**config.mk**
```make
export PLATFORM = sky130hd
export DESIGN_NAME = rr_arbiter_fsm_flat
export DESIGN_NICKNAME = d
export VERILOG_FILES = /design/src/rtl/rr_arbiter_fsm_if.sv /design/src/rtl/rr_arbiter_fsm.sv /design/src/flat_wrapper.sv
export SDC_FILE = /design/constraint.sdc
export NUM_CORES = 1
export LEC_CHECK = 0
export CORE_MARGIN = 8
export CORE_UTILIZATION = 51
export DETAILED_ROUTE_END_ITERATION = 8
export PLACE_DENSITY = 0.81
export SLEW_MARGIN = 10
export SYNTH_ARGS = -nofsm -noshare
export SYNTH_HDL_FRONTEND = slang
export SYNTH_SLANG_ARGS = --single-unit
```
**constraint.sdc**
```tcl
create_clock -name CLK -period 3.3 [get_ports CLK]
set_clock_uncertainty 0.2 [all_clocks]
set_input_delay 0.66 -clock CLK [delete_from_list [all_inputs] [get_ports CLK]]
set_output_delay 0.66 -clock CLK [all_outputs]
set_load 0.05 [all_outputs]
```
**src/rtl/rr_arbiter_fsm_if.sv**
```systemverilog
// Handshake bundle between the request sources and the round-robin arbiter.
// The lock line exists only when ARB_LOCK_EN is defined.
// Signalling: req is a level held by each requester for as long as it wants
// the resource; grant/grant_id/busy report the current owner from registers;
// timeout is a one-cycle pulse; there is no separate ready/ack phase.
interface rr_arbiter_fsm_if #(
  parameter int N_REQ = 4,
  parameter int ID_W  = 2
);
  logic [N_REQ-1:0] req;
  logic [N_REQ-1:0] grant;
  logic [ID_W-1:0]  grant_id;
  logic             busy;
  logic             timeout;
`ifdef ARB_LOCK_EN
  logic             lock;

  // Requester side drives requests and lock, observes the grant.
  modport master (output req, output lock,
                  input grant, input grant_id, input busy, input timeout);
  // Arbiter side.
  modport slave  (input req, input lock,
                  output grant, output grant_id, output busy, output timeout);
`else
  // Requester side drives requests, observes the grant.
  modport master (output req,
                  input grant, input grant_id, input busy, input timeout);
  // Arbiter side.
  modport slave  (input req,
                  output grant, output grant_id, output busy, output timeout);
`endif
endinterface

```
**src/rtl/rr_arbiter_fsm.sv**
```systemverilog
// Round-robin arbiter with a Moore controller (IDLE / GRANT / RELEASE).
// One owner at a time, tenure bounded to MAX_HOLD cycles, and a one-cycle
// dead gap between owners. All outputs come straight from registers.
// Optional feature macro: ARB_LOCK_EN (adds lock, which freezes the hold
// counter and suppresses expiry while asserted).
module rr_arbiter_fsm #(
  parameter int N_REQ    = 4,
  parameter int ID_W     = 2,
  parameter int MAX_HOLD = 8,
  parameter int CNT_W    = 4
) (
  input  logic                CLK,
  input  logic                CLR,
  rr_arbiter_fsm_if.slave     arb_if,
  output logic [1:0]          dbg_state_o
);

  typedef enum logic [1:0] {
    S_IDLE    = 2'd0,
    S_GRANT   = 2'd1,
    S_RELEASE = 2'd2
  } state_t;

  state_t             state_q, state_d;
  logic [ID_W-1:0]    owner_q, owner_d;
  logic [ID_W-1:0]    last_q, last_d;
  logic [CNT_W-1:0]   hold_cnt_q, hold_cnt_d;
  logic               timeout_q, timeout_d;

  logic [ID_W-1:0]    search_base;
  logic [ID_W-1:0]    winner;
  logic               win_found;
  logic               any_req;
  logic [N_REQ-1:0]   owner_oh;
  logic               owner_req;
  logic               hold_frozen;
  logic               expire;

  assign any_req   = |arb_if.req;
  assign owner_req = |(arb_if.req & owner_oh);

  // Decode the owner index into a one-hot vector.
  always_comb begin
    owner_oh = '0;
    for (int i = 0; i < N_REQ; i++) begin
      owner_oh[i] = (owner_q == ID_W'(i));
    end
  end

  // Winner search: first requester after the previous owner, with wrap.
  // In RELEASE the pointer is being updated to the current owner this very
  // cycle, so the search starts from owner_q directly.
  always_comb begin
    winner      = '0;
    win_found   = 1'b0;
    search_base = (state_q == S_RELEASE) ? owner_q : last_q;
    for (int i = 1; i <= N_REQ; i++) begin
      if (!win_found && arb_if.req[(int'(search_base) + i) % N_REQ]) begin
        win_found = 1'b1;
        winner    = ID_W'((int'(search_base) + i) % N_REQ);
      end
    end
  end

  // Lock freezes the hold counter and blocks expiry when the feature exists.
  always_comb begin
`ifdef ARB_LOCK_EN
    hold_frozen = arb_if.lock;
`else
    hold_frozen = 1'b0;
`endif
    expire = !hold_frozen && (hold_cnt_q == CNT_W'(MAX_HOLD - 1));
  end

  // Next-state logic for the controller and its datapath registers.
  always_comb begin
    state_d    = state_q;
    owner_d    = owner_q;
    last_d     = last_q;
    hold_cnt_d = hold_cnt_q;
    timeout_d  = 1'b0;
    case (state_q)
      S_IDLE: begin
        if (any_req) begin
          owner_d    = winner;
          hold_cnt_d = '0;
          state_d    = S_GRANT;
        end
      end
      S_GRANT: begin
        if (!owner_req || expire) begin
          // A drop on the expiry cycle counts as a drop: no pulse.
          state_d    = S_RELEASE;
          hold_cnt_d = '0;
          timeout_d  = expire && owner_req;
        end else if (!hold_frozen) begin
          hold_cnt_d = hold_cnt_q + CNT_W'(1);
        end
      end
      S_RELEASE: begin
        last_d     = owner_q;
        hold_cnt_d = '0;
        if (any_req) begin
          owner_d = winner;
          state_d = S_GRANT;
        end else begin
          state_d = S_IDLE;
        end
      end
      default: begin
        state_d = S_IDLE;
      end
    endcase
  end

  // State and datapath registers with synchronous reset.
  always_ff @(posedge CLK) begin
    if (CLR) begin
      state_q    <= S_IDLE;
      owner_q    <= '0;
      last_q     <= ID_W'(N_REQ - 1);
      hold_cnt_q <= '0;
      timeout_q  <= 1'b0;
    end else begin
      state_q    <= state_d;
      owner_q    <= owner_d;
      last_q     <= last_d;
      hold_cnt_q <= hold_cnt_d;
      timeout_q  <= timeout_d;
    end
  end

  // Output decode from registers only.
  assign arb_if.grant    = (state_q == S_GRANT) ? owner_oh : '0;
  assign arb_if.grant_id = owner_q;
  assign arb_if.busy     = (state_q == S_GRANT);
  assign arb_if.timeout  = timeout_q;
  assign dbg_state_o     = state_q;

endmodule

```
**src/flat_wrapper.sv**
```systemverilog
// flat-port wrapper written by rule: the top's interface ports become plain ports
module rr_arbiter_fsm_flat 
#(
  parameter int N_REQ    = 4,
  parameter int ID_W     = 2,
  parameter int MAX_HOLD = 8,
  parameter int CNT_W    = 4
)
  (CLK, CLR, dbg_state_o, arb_if_req, arb_if_grant, arb_if_grant_id, arb_if_busy, arb_if_timeout);
  rr_arbiter_fsm_if #(.N_REQ(N_REQ), .ID_W(ID_W)) arb_if_i ();
  input  logic CLK;
  input  logic CLR;
  output logic [1:0] dbg_state_o;
  input wire logic [$bits(arb_if_i.req)-1:0] arb_if_req;
  output wire logic [$bits(arb_if_i.grant)-1:0] arb_if_grant;
  output wire logic [$bits(arb_if_i.grant_id)-1:0] arb_if_grant_id;
  output wire logic [$bits(arb_if_i.busy)-1:0] arb_if_busy;
  output wire logic [$bits(arb_if_i.timeout)-1:0] arb_if_timeout;
  assign arb_if_i.req = arb_if_req;
  assign arb_if_grant = arb_if_i.grant;
  assign arb_if_grant_id = arb_if_i.grant_id;
  assign arb_if_busy = arb_if_i.busy;
  assign arb_if_timeout = arb_if_i.timeout;
  rr_arbiter_fsm #(.N_REQ(N_REQ), .ID_W(ID_W), .MAX_HOLD(MAX_HOLD), .CNT_W(CNT_W)) u_core (.CLK(CLK), .CLR(CLR), .arb_if(arb_if_i), .dbg_state_o(dbg_state_o));
endmodule
```
==> flow_summary_export.csv <==
group,metric,value,unit
global_route,use_met2,0.2031,
finish,mostFrequentLayoutCell,"clkdlybuf4s50_1",
detailed_routing,drtIter0Drc,20,
worst_setup_path,cp.required,2.44,ns
detailed_routing,wl_per_cell,14.24,um
synthesis,synth_simple_gate_area_frac,0.3078,
synthesis,syn_avg_cell_area,8.082,um2
synthesis,synth_cell_type_count,38,
place,portBuffers,15,
timing,period_needed,2.931,ns
synthesis,synthAdderAreaFrac,0.01779,
worst_setup_path,crit_path_start_kind,"flop",
clocking,clk_latency,0.28,ns
worst_setup_path,crit_chain,"nand2b_1, inv_1, nand2_1, nor2_1, clkdlybuf4s50_1",
finish,synthToLayoutAreaGrowth,23.84,%
timing,post-route-period-util,0.8881,
flow_run,cap_violations,0,
clocking,postCtsHoldBufs,0,
die,core,1301,um2
detailed_routing,viasPerCell,5.906,
synthesis,synth_fp_nets,94,
finish,drive_gt1_frac,0.09804,
global_route,grt-ovfl-total,0,
power,vdd_drop_max,0.0003096,V
synthesis,yosys_warnings,0,
synthesis,synth-xor-area-share,0,
timing,slew_headroom,0.6633,
global_route,grt_pass1_vias,646,
power,p_per_area,428.0,nW/um2
die,die_w,53.13,um
finish,antenna_cells,0,
detailed_routing,dr.pass1.iters,4,
synthesis,synth_compound_area_frac,0.1851,
die,initial_core_util,0.5404,
worst_setup_path,crit_arrival,2.07,ns
clocking,cts_setup_buffers,0,
clocking,cts_tree,"built",
timing,final.setup.tns,0,ns
detailed_routing,num_vias,691,
die,fp.dieH,53.13,um
outcome,status,"finished clean",
timing,rsz0062_at_grt,"false",
synthesis,synth_seq_cells,11,
detailed_routing,ant_nets,0,
power,power.leakage,0.3366,nW
synthesis,synth_top_family_by_area,"simple AND/OR/NAND/NOR gates",
global_route,use_met1,0.1460,
synthesis,synth_seq_area_share,0.3132,
worst_hold_path,worstHoldPathType,"flop to flop",
global_route,antenna_found_initial,0,
detailed_routing,drc_errors,0,
worst_setup_path,crit_fanout,8,
global_route,grt_pass1_wl,2815,um
global_route,grtUsageTotal,0.1317,
place,hpwlAfterDp,1253,um
timing,hold_viol,0,
global_route,use_met3,0.04202,
global_route,grt_max_degree,12,
timing,drv_slew,0,
synthesis,postSynthCellCount,87,
die,dieArea,2823,um2
clocking,cts-root-buf,"clkbuf_4",
worst_setup_path,crit_path_end_kind,"output port",
clocking,clk_pin_slew,0.07,ns
timing,fmax,0.3412,GHz
timing,hold_ws,0.2768,ns
clocking,cts_buffer_depth,2,
die,rows,13,
worst_setup_path,cp_slowest_stage_delay,0.81,ns
global_route,grt.busiest_layer,"met2",
clocking,cts.sinks,11,
die,ioPinCount,16,
timing,setup_viol,0,
synthesis,synth_mux_area_frac,0.1103,
detailed_routing,routed_wl,1666,um
clocking,cts-htree-levels,1,
finish,final_cell_mix,"clkdlybuf4s50_1 (15), nand2_1 (11), dfxtp_1 (11)",
clocking,cts_resized,0,
place,place_congestion,0.9011,
worst_setup_path,path_class,"flop to output port",
timing,worst_pin_slew,0.5035,ns
synthesis,synth_area,703.2,um2
worst_setup_path,crit_slowest_cell,"clkdlybuf4s50_1",
finish,fin_util,0.6692,
clocking,cts_buffers,3,
finish,fin_nets,110,
-- through the flow --
step / setup WS, ns / area, um2 / cells / power, mW
after floorplan: 0.3178 / 703.2 / 87 / 0.2444
after global placement: 0.6794 / 844.6 / 113 / 0.2794
after detailed placement: 0.6651 / 844.6 / 113 / 0.2804
after CTS: 0.3599 / 870.8 / 117 / 0.3736
after global routing: 0.1717 / 870.8 / 117 / 0.3941
final: 0.3694 / 870.8 / 117 / 0.3728
-- cells by family after synthesis --
logic type,after synthesis
AND/OR/NAND/NOR,42
AO/OA/AOI/OAI,19
flip-flops,11
buffers and inverters,9
multiplexers,5
adder cells (fa/ha/maj),1
-- power breakdown --
group / switching (mW) / internal [mW] / leakage, nW
Sequential: 0.0139 / 0.140 / 0.0898
Clock: 0.0481 / 0.0469 / 0.0150
Combinational: 0.0748 / 0.0490 / 0.232
Total: 0.137 / 0.236 / 0.337
-- sequential cells by signal, indices dropped and copies added, names as in the netlist --
register and cells:
u_core.arb_if.timeout 1, u_core.hold_cnt_q 4, u_core.arb_if.grant_id 2, u_core.last_q 2, u_core.dbg_state_o 2
-- final timing paths --
| path | cells after the start | slack [ns] | end | from |
|---|---|---|---|---|
| hold / removal | 1 | 0.28 | u_core.hold_cnt_q[3] | u_core.hold_cnt_q[3] |
| setup reg to reg | 5 | 1.28 | u_core.arb_if.grant_id[1] | u_core.dbg_state_o[0] |
| hold reg to reg | 1 | 0.28 | u_core.hold_cnt_q[3] | u_core.hold_cnt_q[3] |
| setup / recovery | 5 | 0.37 | arb_if_grant[1] | u_core.dbg_state_o[0] |
-- worst max-delay path, delay by kind of cell, from the launching register on --
kind                   cells  cell delay [ns]
buffers and inverters      2             1.01
flip-flops                 1             0.45
AND/OR/NAND/NOR            3             0.34
-- final cells by class --
type | instances | area [um2]
Inverter | 5 | 18.77
Tap cell | 15 | 18.77
Fill cell | 119 | 430.4
Timing Repair Buffer | 15 | 150.1
Sequential cell | 11 | 220.2
Multi-Input combinational cell | 67 | 436.7
Clock buffer | 4 | 26.28
-- synth_stat cells --
library cell | n | area share
dfxtp_1 | 11 | 0.31
o21ai_1 | 2 | 0.014
mux2i_1 | 1 | 0.014
a211o_1 | 1 | 0.012
o21bai_1 | 1 | 0.011
mux2_2 | 2 | 0.032
or2b_1 | 1 | 0.011
or2_2 | 1 | 0.0089
clkbuf_1 | 1 | 0.0053
nor2_1 | 8 | 0.043
and2_1 | 1 | 0.0089
inv_1 | 5 | 0.027
o21ai_0 | 4 | 0.028
nand2_2 | 1 | 0.0089
mux2i_4 | 1 | 0.032
and2b_1 | 2 | 0.021
nand2_1 | 11 | 0.059
a221o_1 | 1 | 0.014
o41ai_1 | 1 | 0.012
ha_1 | 1 | 0.018
nor2b_1 | 1 | 0.0089
a311oi_2 | 1 | 0.021
clkbuf_2 | 1 | 0.0071
nand4b_1 | 1 | 0.012
a21oi_1 | 4 | 0.028
nor3b_1 | 1 | 0.011
buf_6 | 1 | 0.016
or4_1 | 1 | 0.011
buf_4 | 1 | 0.011
o31ai_1 | 2 | 0.021
nor3_1 | 4 | 0.028
a32oi_1 | 1 | 0.012
a31oi_1 | 1 | 0.0089
nand3_1 | 3 | 0.021
and3_1 | 1 | 0.0089
nand3b_1 | 1 | 0.011
nand2b_1 | 4 | 0.036
mux4_2 | 1 | 0.032
-- per-layer routing --
metal,routed length (um),part of all wire,vias up
met1,721,0.43,306
met5,0,0,-
met3,99,0.059,10
met4,57,0.034,0
li1,-,-,342
met2,787,0.47,33
No activity file was read; power rests on OpenSTA's default activity.
